--- config.mk ---
export PLATFORM = sky130hd
export DESIGN_NAME = pipe_stage_reg
export DESIGN_NICKNAME = d
export VERILOG_FILES = /design/src/rtl/pipe_stage_reg.sv
export SDC_FILE = /design/constraint.sdc
export NUM_CORES = 1
export LEC_CHECK = 0
export CORE_ASPECT_RATIO = 1.25
export CORE_UTILIZATION = 51
export DETAILED_ROUTE_END_ITERATION = 8
export PLACE_DENSITY = 0.92
export SLEW_MARGIN = 20
export SYNTH_ARGS = -nofsm -noshare
export SYNTH_HDL_FRONTEND = slang
export SYNTH_SLANG_ARGS = --single-unit
--- constraint.sdc ---
create_clock -name clk -period 5.6 [get_ports clk]
set_input_delay 0.84 -clock clk [delete_from_list [all_inputs] [get_ports clk]]
set_output_delay 0.84 -clock clk [all_outputs]
set_load 0.005 [all_outputs]
--- src/rtl/pipe_stage_reg.sv ---
// Pipeline-stage register with valid/ready handshake and a two-entry skid buffer.
// Flush/load redirect the stage; a saturating counter tracks stalled-head cycles.
module pipe_stage_reg #(
    parameter int                 WIDTH        = 32,
    parameter logic [WIDTH-1:0]   BUBBLE_VALUE = '0,
    parameter int                 CNT_W        = 16
) (
    input  logic              clk,
    input  logic              rst_n,
    input  logic              in_valid,
    output logic              in_ready,
    input  logic [WIDTH-1:0]  in_data,
    output logic              out_valid,
    input  logic              out_ready,
    output logic [WIDTH-1:0]  out_data,
    input  logic              flush,
    input  logic              load,
    input  logic [WIDTH-1:0]  load_data,
    output logic [1:0]        occupancy,
    output logic [CNT_W-1:0]  stall_cnt
);

    localparam logic [CNT_W-1:0] CNT_MAX = '1;

    logic             main_valid, main_valid_d;
    logic [WIDTH-1:0] main_data,  main_data_d;
    logic             skid_valid, skid_valid_d;
    logic [WIDTH-1:0] skid_data,  skid_data_d;
    logic             push, pop, stall_inc;

    // in_ready depends only on registered skid state plus flush/load, never on out_ready.
    assign in_ready  = !skid_valid && !flush && !load;
    assign out_valid = main_valid;
    assign out_data  = main_valid ? main_data : BUBBLE_VALUE;
    assign occupancy = {1'b0, main_valid} + {1'b0, skid_valid};

    assign push      = in_valid && in_ready;
    assign pop       = main_valid && out_ready;
    assign stall_inc = main_valid && !out_ready && (stall_cnt != CNT_MAX);

    always_comb begin
        main_valid_d = main_valid;
        main_data_d  = main_data;
        skid_valid_d = skid_valid;
        skid_data_d  = skid_data;
        if (flush) begin
            main_valid_d = 1'b0;
            skid_valid_d = 1'b0;
        end else if (load) begin
            main_valid_d = 1'b1;
            main_data_d  = load_data;
            skid_valid_d = 1'b0;
        end else if (skid_valid) begin
            // Full: only a pop can happen, skid advances to head.
            if (pop) begin
                main_data_d  = skid_data;
                skid_valid_d = 1'b0;
            end
        end else if (main_valid) begin
            if (push && pop) begin
                main_data_d = in_data;
            end else if (push) begin
                skid_data_d  = in_data;
                skid_valid_d = 1'b1;
            end else if (pop) begin
                main_valid_d = 1'b0;
            end
        end else if (push) begin
            main_data_d  = in_data;
            main_valid_d = 1'b1;
        end
    end

    always_ff @(posedge clk) begin
        if (!rst_n) begin
            main_valid <= 1'b0;
            main_data  <= BUBBLE_VALUE;
            skid_valid <= 1'b0;
            skid_data  <= BUBBLE_VALUE;
            stall_cnt  <= '0;
        end else begin
            main_valid <= main_valid_d;
            main_data  <= main_data_d;
            skid_valid <= skid_valid_d;
            skid_data  <= skid_data_d;
            if (stall_inc) stall_cnt <= stall_cnt + 1'b1;
        end
    end

endmodule

Word level (Yosys, flattened, before mapping)
Cells that the tools add are included.
Storage, ports and cells
  output and inout port bits: 52
  word-level logic and storage cells: 49
  bits of input ports: 70
  register bits after elaboration: 82
Cells by class
  equal/unequal tests: 4
  $add $sub $neg: 2
  multiplexer cells: 17
  bitwise logic cells: 5
  reductions and logical operators: 16
Operator list (number)
  two-way mux 32 bit: 7
  adder 16 x 1 -> 16 bit, second input constant: 1
  inequality test 16 bit, second input constant: 1
  two-way mux 1 bit: 10
  logical AND 1 bit: 7
  AND reduction 6 bit: 1
  NOT 1 bit: 5
  zero test 1 bit: 4
  inequality test 4 x 2 -> 1 bit, second input constant: 1
  AND reduction 4 bit: 1
  nonzero test 4 bit: 1
  inequality test 3 x 2 -> 1 bit, second input constant: 1
  OR reduction 3 bit: 1
  adder 1 x 1 -> 2 bit: 1
  inequality test 2 bit, second input constant: 1
  OR reduction 2 bit: 1

Logic depth before layout (Yosys ltp)
Gate-level depths: netlist of run 1.
  depth after elaboration: 9
  gate-level depth with buffers: 7
  gate-level depth less buffers: 5

Worst setup path after synthesis of run 1
OpenSTA, ideal clock, no wires.
  kind: input -> register
  from: input port out_ready
  to: register stall_cnt[13]
  required time: 5.530 ns
  setup slack: 3.318 ns
  stages on the path: 5
  path buffers: 1
  setup time: 0.070 ns
  data arrival time: 2.211 ns
  path through: nand2b_1 or4_1 clkbuf_2 or4_1 a21oi_1
On the way
  cells in the longest elaborated chain, start to end: 3
RTL lines
  start, declared: line 14  | input logic out_ready,
  zero test 1 bit: line 39  | assign stall_inc = main_valid && !out_ready && (stall_cnt != CNT_MAX);
  logical AND 1 bit (2 in a row): line 39
  end signal, assigned: line 86  | if (stall_inc) stall_cnt <= stall_cnt + 1'b1;
  end, declared: line 20  | output logic [CNT_W-1:0] stall_cnt
Every way passes these cells.
A chain may end at the register's enable or synchronous reset.

Final worst setup path of run 1
  from: input port load
  to: output port in_ready
On the way
  cells in the longest elaborated chain, start to end: 2
RTL lines
  start, declared: line 17  | input logic load,
  zero test 1 bit: line 32  | assign in_ready = !skid_valid && !flush && !load;
  logical AND 1 bit: line 32
  end, declared: line 11  | output logic in_ready,
Every way passes these cells.

==> impl_metrics.json, run 1 <==
{
  "hp-start": "skid_data[19]$_SDFFE_PN0P_",
  "hold_path_class": "reg2reg",
  "area_growth_pct": 33.7,
  "first_iter_violations": 257,
  "rsz0062_at_grt": "no",
  "path_class": "in2out",
  "dieWidth_um": 82.7,
  "post_cts_buffers": 0,
  "n_antenna_cell": 0,
  "routed_wl_um": 11600,
  "maxSlewViolCount": 0,
  "place_inst": 720,
  "ctsHoldBuffers": 0,
  "ant_nets": 0,
  "p_seq_frac": 0.500,
  "r2r_start": "out_valid$_SDFFE_PP0N_",
  "grt_start_max_net_pins": 74,
  "async_flop_share": 0,
  "die_area_mm2": 0.00852,
  "cts.sinks": 82,
  "reg2reg_depth": 4,
  "switching_power_uw": 291,
  "yosysTopAreaCellShare": 0.395,
  "crit_slowest_cell": "buf_2",
  "final_cell_count_no_fill": 734,
  "rows": 36,
  "clock-root-buffer": "clkbuf_8",
  "synth_area_leader_cell": "dfxtp_1",
  "first_pass_iters": 7,
  "overflow": 0,
  "cts_htree_levels": 3,
  "wl_per_cell_um": 15.8,
  "cts.clk_slew.worst_paths_ps": 80,
  "yosysSeqAreaShare": 0.395,
  "synth.most_common_cell": "nand2_1",
  "drcViolationCount": 0,
  "ir_worst_vdd_mv": 0.151,
  "holdPathEnd": "skid_data[19]$_SDFFE_PN0P_",
  "r2r_end": "main_data[17]$_SDFFE_PN0P_",
  "setup_viol": 0,
  "clk_latency_ps": 350,
  "required_ps": 4760,
  "vias": 4289,
  "r2r_slack_ps": 2780,
  "drive_gt1_frac": 0.0469,
  "finClkSkew_ps": 7.30,
  "finalHoldViolations": 0,
  "antenna_found_initial": 0,
  "cts_buffers": 9,
  "power.internal_uw": 935,
  "critical_path.max_stage_delay_ps": 780,
  "syn_nets": 618,
  "p_leak_uw": 0.00184,
  "cp-end-kind": "output pin",
  "slew_headroom": 0.300,
  "crit_fanout": 68,
  "combPwrFrac": 0.123,
  "cp.arrival_ps": 2250,
  "switching_share": 0.237,
  "maxCapViolations": 0,
  "crit_chain": "buf_2 -> nor3_1 -> clkdlybuf4s50_1",
  "synth_edf_count": 0,
  "cts_resized": 0,
  "die_h_um": 103,
  "via_per_inst": 5.84,
  "tns_ps": 0,
  "grt_pass1_wl_um": 18600,
  "syn_area_mm2": 0.00416,
  "io_pins": 122,
  "core_mm2": 0.00784,
  "synthTopCellsByCount": "139 x nand2_1, 82 x dfxtp_1, 68 x o21ai_0",
  "nNetsFinal": 708,
  "status": "finished clean",
  "post-route-min-period_ps": 3090,
  "worst_pin_slew_ps": 1050,
  "yosysUniqueCellTypes": 38,
  "start_kind": "input pin",
  "cts_tree": "built",
  "grt_pass1_vias": 4083,
  "p_clk_frac": 0.377,
  "netlist_instances": 546,
  "timing.fmax_ghz": 0.324,
  "ys_ff_latch": 82,
  "p_per_area_mw_per_mm2": 221,
  "io_buffers": 121,
  "ys.warnings.count": 0,
  "clockBufferDepth": 2,
  "synthTopCellsByArea": "dfxtp_1 40%, nand2_1 13%, mux2i_1 8.2%",
  "post-dp-hpwl_um": 7650,
  "place_congestion": 0.892,
  "min_path_cells": 2,
  "synth-main-ff-cell": "dfxtp_1",
  "fin_crit_sh": 0.551,
  "start_util": 0.530,
  "avgSynthCellArea_um2": 7.61,
  "grtUsageTotal": 0.284
}
==> area by class of cell <==
cell class | instances | area [µm²]
fill | 603 | 2280
clock buffer | 11 | 141
multi-input combinational | 414 | 2330
clock inverter | 3 | 65.1
timing repair buffer | 126 | 1240
tap | 95 | 119
inverter | 3 | 11.3
sequential | 82 | 1640
==> per-stage QoR <==
step | area [µm²] | worst slack [ps] | total power [µW] | util | hold WS (ps)
global route | 5550 | 2340 | 1270 | 0.709 | 474
floorplan | 4160 | 3320 | 691 | - | 436
global placement | 5350 | 2370 | 768 | 0.682 | 441
finish | 5550 | 2510 | 1230 | 0.709 | 457
detailed placement | 5350 | 2200 | 774 | 0.682 | 447
CTS | 5550 | 2310 | 1230 | 0.708 | 458
==> worst max-delay path: cells and delay by family <==
kind                   cells  cell delay, ps
buffers and inverters      2            1270
AND/OR/NAND/NOR            1             120
==> power by group through the flow <==
stage / combinational [µW] / clock (µW) / sequential [µW]
after global routing: 166 / 494 / 615
after detailed placement: 149 / 0 / 626
after CTS: 151 / 465 / 612
final: 151 / 462 / 613
after floorplan: 72.4 / 0 / 619
after global placement: 144 / 0 / 624
==> placed cells by master, fill, tap and decap left out, types with 8 or more instances in the layout <==
| cell type | Yosys | layout |
|---|---|---|
| dfxtp_1 | 82 | 80 |
| o31ai_1 | 8 | 8 |
| o21ai_0 | 68 | 68 |
| nand2_1 | 139 | 139 |
| o211ai_1 | 33 | 33 |
| clkdlybuf4s50_1 | 0 | 119 |
| and2_1 | 32 | 32 |
| a21oi_1 | 44 | 43 |
| clkbuf_8 | 0 | 10 |
| mux2i_1 | 34 | 34 |
==> how the worst max path moves through the flow <==
| stage | cells past startpoint | to | startpoint |
|---|---|---|---|
| after global placement | 5 | main_data[26]$_SDFFE_PN0P_ | out_ready |
| after floorplan | 5 | stall_cnt[13]$_SDFFE_PN0P_ | out_ready |
| after CTS | 4 | main_data[17]$_SDFFE_PN0P_ | out_valid$_SDFFE_PP0N_ |
| final | 3 | in_ready | load |
| after global routing | 5 | main_data[6]$_SDFFE_PN0P_ | out_ready |
| after detailed placement | 5 | main_data[27]$_SDFFE_PN0P_ | out_ready |
==> logic make-up (layout without fill, tap and decap cells) <==
group                      after synthesis  after routing  share of synthesized area
AOI/OAI and AO/OA                      158            158                      0.218
muxes                                   35             35                     0.0846
and+or+nand+nor                        219            219                      0.251
DFF                                     82             82                      0.395
adders and majority gates                2              2                    0.00602
buffers and inverters                   50            143                     0.0461
==> flip-flops by register name, indices dropped and copies added (netlist names) <==
signal / count
main_data: 32
out_valid: 1
skid_data: 32
skid_valid: 1
stall_cnt: 16
==> layer usage <==
metal  GRT usage  vias up  wire (µm)
met5           0        -          0
met4       0.133        0        292
met3      0.0549       33        805
met2       0.485      190       5960
met1       0.337     1993       4560
li1            -     2073          -
No activity file was read; power rests on OpenSTA's default activity.
==> run 2, diff against run 1 <==
--- a/config.mk
+++ b/config.mk
@@ -6,9 +6,9 @@
 export NUM_CORES = 1
 export LEC_CHECK = 0
 export CORE_ASPECT_RATIO = 1.25
-export CORE_UTILIZATION = 51
+export CORE_UTILIZATION = 43
 export DETAILED_ROUTE_END_ITERATION = 8
-export PLACE_DENSITY = 0.92
+export PLACE_DENSITY = 0.84
 export SLEW_MARGIN = 20
 export SYNTH_ARGS = -nofsm -noshare
 export SYNTH_HDL_FRONTEND = slang
==> constraint.sdc (replaced) <==
create_clock -name clk -period 2.75 [get_ports clk]
set_input_delay 0.4125 -clock clk [delete_from_list [all_inputs] [get_ports clk]]
set_output_delay 0.4125 -clock clk [all_outputs]
set_load 0.005 [all_outputs]
==> impl_metrics.json, run 2 (synthesized netlist as in run 1, its figures left out) <==
{
  "holdPathEnd": "skid_data[6]$_SDFFE_PN0P_",
  "start_util": 0.448,
  "cts_tree": "built",
  "ant_nets": 0,
  "wl_per_cell_um": 15.3,
  "status": "finished clean",
  "drive_gt1_frac": 0.0555,
  "cts_buffers": 9,
  "place_area_mm2": 0.00544,
  "nNetsFinal": 716,
  "ir_worst_vdd_mv": 0.347,
  "reg2reg_depth": 4,
  "vias": 4307,
  "required_ps": 2340,
  "cts_htree_levels": 3,
  "cts.sinks": 82,
  "area_growth_pct": 38.2,
  "p_per_area_mw_per_mm2": 483,
  "overflow": 0,
  "place_inst": 756,
  "io_buffers": 121,
  "timing.fmax_ghz": 0.457,
  "cts_resized": 0,
  "setup_ws_ps": 560,
  "core_mm2": 0.00927,
  "nFillCells": 843,
  "r2r_end": "main_data[29]$_SDFFE_PN0P_",
  "fin_crit_sh": 0.796,
  "path_class": "reg2out",
  "clockBufferDepth": 2,
  "antenna_found_initial": 1,
  "design_area_mm2": 0.00574,
  "layout_common_cells": "139 x nand2_1, 119 x clkdlybuf4s50_1, 81 x dfxtp_1, 68 x o21ai_0, 43 x a21oi_1",
  "top_regs": "main_data x32, skid_data x32, stall_cnt x16",
  "grtUsageTotal": 0.239,
  "start_kind": "register",
  "clk_latency_ps": 330,
  "cp.arrival_ps": 1780,
  "first_iter_violations": 268,
  "cp-end-kind": "output pin",
  "rsz0062_at_grt": "no",
  "hp-start": "skid_data[6]$_SDFFE_PN0P_",
  "post-route-min-period_ps": 2190,
  "clock-root-buffer": "clkbuf_16",
  "finClkSkew_ps": 7.33,
  "grt_start_max_net_pins": 73,
  "die_area_mm2": 0.0101,
  "ctsHoldBuffers": 0,
  "post-dp-hpwl_um": 8000,
  "grt_pass1_wl_um": 19500,
  "post_cts_buffers": 0,
  "io_pins": 122,
  "final_cell_count_no_fill": 773,
  "p_leak_uw": 0.00192,
  "crit_fanout": 18,
  "r2r_start": "skid_valid$_SDFF_PP0_",
  "layout_commonest_cell": "nand2_1",
  "drcViolationCount": 0,
  "r2r_slack_ps": 670,
  "tns_ps": 0,
  "worst_pin_slew_ps": 853,
  "die_h_um": 112,
  "maxSlewViolCount": 0,
  "dieWidth_um": 89.9,
  "maxCapViolations": 0,
  "finalHoldViolations": 0,
  "routed_wl_um": 11900,
  "grt_pass1_vias": 4216,
  "hold_path_class": "reg2reg",
  "place_congestion": 0.875,
  "via_per_inst": 5.57,
  "first_pass_iters": 5,
  "min_path_cells": 2,
  "rows": 39,
  "slew_headroom": 0.431,
  "setup_viol": 0,
  "cts.clk_slew.worst_paths_ps": 60,
  "dp_slack_ps": 302
}
[run 2: layout make-up]
cell class,instances,area [µm²],area share
repair buffers,134,1300,0.226
clock buffers,14,264,0.0460
well taps,123,154,0.0268
inverters,3,11.3,0.00196
flip-flops and latches,82,1640,0.286
clock inverters,2,35.0,0.00610
diodes,1,2.50,0.000436
multi-input cells,414,2330,0.406
[run 2: metal layers]
metal | track usage | vias to the layer above | wire, µm | share of wire
met2 | 0.412 | 183 | 5870 | 0.49
met4 | 0.125 | 0 | 354 | 0.030
li1 | - | 2099 | - | -
met1 | 0.281 | 1998 | 4880 | 0.41
met3 | 0.0464 | 27 | 753 | 0.064
met5 | 0 | - | 0 | 0
[run 2: per-stage QoR]
stage	total power (µW)	utilization	hold WS (ps)
after CTS	2790	0.619	454
final	2770	0.619	453
after global placement	1570	0.587	441
after floorplan	1410	-	436
after global routing	2880	0.619	472
after detailed placement	1580	0.587	446
[run 2: critical path: stages (launching register included)]
cell and delay (ps):
dfxtp_2 670, ha_1 330, clkdlybuf4s50_1 440
[run 2: worst max path at each step]
stage	from	end	slack, ps	cells past startpoint
finish	skid_valid$_SDFF_PP0_	occupancy[0]	560	2
global route	skid_valid$_SDFF_PP0_	occupancy[0]	500	2
global placement	out_ready	stall_cnt[11]$_SDFFE_PN0P_	360	5
detailed placement	out_ready	stall_cnt[9]$_SDFFE_PN0P_	300	6
floorplan	stall_cnt[3]$_SDFFE_PN0P_	stall_cnt[13]$_SDFFE_PN0P_	860	5
CTS	skid_valid$_SDFF_PP0_	occupancy[0]	560	2
[run 2: where the power goes]
group          internal (µW)  switching, µW
clock network            753            459
logic                    163            160
registers               1220           17.4
total                   2140            636
==> run 3, diff against run 2 <==
==> constraint.sdc (replaced) <==
create_clock -name clk -period 1.8 [get_ports clk]
set_input_delay 0.27 -clock clk [delete_from_list [all_inputs] [get_ports clk]]
set_output_delay 0.27 -clock clk [all_outputs]
set_load 0.005 [all_outputs]
==> impl_metrics.json, run 3 (synthesized netlist as in run 1, its figures left out) <==
{
  "worst_pin_slew_ps": 417,
  "finClkSkew_ps": 7.01,
  "worstSetupStartpoint": "out_valid$_SDFFE_PP0N_",
  "final_util": 0.655,
  "vias": 4482,
  "p_per_area_mw_per_mm2": 710,
  "design_area_mm2": 0.00607,
  "overflow": 0,
  "crit_buf_inv": 2,
  "area_growth_pct": 46.2,
  "start_kind": "register",
  "cts.sinks": 82,
  "crit_family": "buffers and inverters",
  "rows": 39,
  "nFillCells": 775,
  "multi_input_area_mm2": 0.00239,
  "final_cell_count_no_fill": 793,
  "rsz0062_at_grt": "yes",
  "grt_pass1_vias": 4279,
  "layout_commonest_cell": "nand2_1",
  "ant_nets": 0,
  "p_seq_frac": 0.439,
  "io_pins": 122,
  "ctsHoldBuffers": 0,
  "top_regs": "main_data x32, skid_data x32, stall_cnt x16",
  "violations": "negative setup slack",
  "die_area_mm2": 0.0101,
  "nNetsFinal": 738,
  "p_leak_uw": 0.00250,
  "critical_path.max_stage_delay_ps": 500,
  "place_inst": 773,
  "maxCapViolations": 0,
  "cts_tree": "built",
  "n_antenna_cell": 0,
  "status": "finished with violations",
  "clk_latency_ps": 330,
  "seq_area_mm2": 0.00166,
  "cts_buffers": 9,
  "tns_ps": -108,
  "die_h_um": 112,
  "ir_worst_vdd_mv": 0.603,
  "cp-end-kind": "output pin",
  "grt_start_max_net_pins": 47,
  "finalHoldViolations": 0,
  "place_area_mm2": 0.00559,
  "setup_ws_ps": -29.2,
  "fin_crit_sh": 1.02,
  "path_class": "reg2out",
  "via_per_inst": 5.65,
  "required_ps": 1530,
  "maxSlewViolCount": 0,
  "switching_power_uw": 973,
  "clock-root-buffer": "clkbuf_16",
  "timing.fmax_ghz": 0.547,
  "cts.clk_slew.worst_paths_ps": 60,
  "crit_fanout": 20,
  "hold_path_class": "in2reg",
  "drcViolationCount": 0,
  "first_iter_violations": 246,
  "cts_htree_levels": 3,
  "core_mm2": 0.00927,
  "post-route-min-period_ps": 1830,
  "layout_common_cells": "138 x nand2_1, 90 x clkdlybuf4s50_1, 74 x dfxtp_1, 68 x o21ai_0, 42 x a21oi_1",
  "first_pass_iters": 4,
  "crit_slowest_cell": "clkdlybuf4s50_1",
  "power.internal_uw": 3340,
  "grtUsageTotal": 0.242,
  "routed_wl_um": 12800,
  "p_clk_frac": 0.440,
  "wl_per_cell_um": 16.2,
  "switching_share": 0.226,
  "combPwrFrac": 0.121,
  "slew_headroom": 0.722,
  "crit_chain": "buf_12 -> and2_1 -> clkdlybuf4s50_1",
  "hp-start": "rst_n",
  "antenna_found_initial": 0,
  "grt_pass1_wl_um": 19900,
  "post-dp-hpwl_um": 8540,
  "setup_viol": 6,
  "place_congestion": 0.858,
  "clockBufferDepth": 2,
  "drive_gt1_frac": 0.116,
  "io_buffers": 121,
  "start_util": 0.448,
  "dieWidth_um": 89.9,
  "cp.arrival_ps": 1560,
  "r2r_start": "stall_cnt[4]$_SDFFE_PN0P_"
}
[run 3: cell count changes in the layout (fill, tap and decap cells not counted), sizes merged]
cell           change
diode              -1
bufinv             +1
buf               +21
clkbuf             -1
dlymetal6s2s      +23
dlygate4sd2        +6
clkdlybuf4s50     -29
[run 3: through the flow]
stage	power, µW	hold slack [ps]	setup WS [ps]
floorplan	2150	406	1.99
global placement	2420	441	-377
detailed placement	2440	446	-437
CTS	4320	360	-82.3
global route	4460	403	-64.1
finish	4310	375	-29.2
[run 3: final timing paths]
| check | slack [ps] | end | cells after the start |
|---|---|---|---|
| max reg2reg | 50 | stall_cnt[11]$_SDFFE_PN0P_ | 4 |
| min | 380 | stall_cnt[7]$_SDFFE_PN0P_ | 3 |
| max | -30 | out_data[3] | 3 |
| min reg2reg | 450 | skid_data[9]$_SDFFE_PN0P_ | 2 |
[run 3: timing repair]
action,CTS,global route
setup buffers,0,4
endpoints found under the setup margin,40,41
gates cloned,0,1
gates resized for setup,16,38
pin swaps,1,2
hold endpoints to repair,0,0
[run 3: worst reg2reg max path, cell delays in order, from the launching register on]
cell and delay (ps):
dfxtp_4 370, nand4_4 130, or4_4 580, or4_4 500, a21oi_2 130
[run 3: final cells by class]
cell class	instances	area share
Multi-Input combinational cell	414	0.393
Clock buffer	12	0.0389
Tap cell	123	0.0253
Clock inverter	3	0.0107
Sequential cell	82	0.274
Timing Repair Buffer	156	0.256
Inverter	3	0.00185
[run 3: power groups by stage]
| stage | Clock (µW) | Sequential, µW | Combinational (µW) |
|---|---|---|---|
| after floorplan | 0 | 1920 | 225 |
| after global placement | 0 | 1930 | 493 |
| after detailed placement | 0 | 1930 | 504 |
| after CTS | 1920 | 1890 | 512 |
| after global routing | 1990 | 1900 | 567 |
| final | 1900 | 1890 | 522 |
[run 3: routing by layer]
metal / up-vias / GRT usage / part of all wire / wire (µm)
met5: - / 0 / 0 / 0
met4: 0 / 0.116 / 0.024 / 308
met3: 32 / 0.0403 / 0.061 / 776
met2: 186 / 0.437 / 0.52 / 6610
met1: 2114 / 0.277 / 0.40 / 5120
li1: 2150 / - / - / -
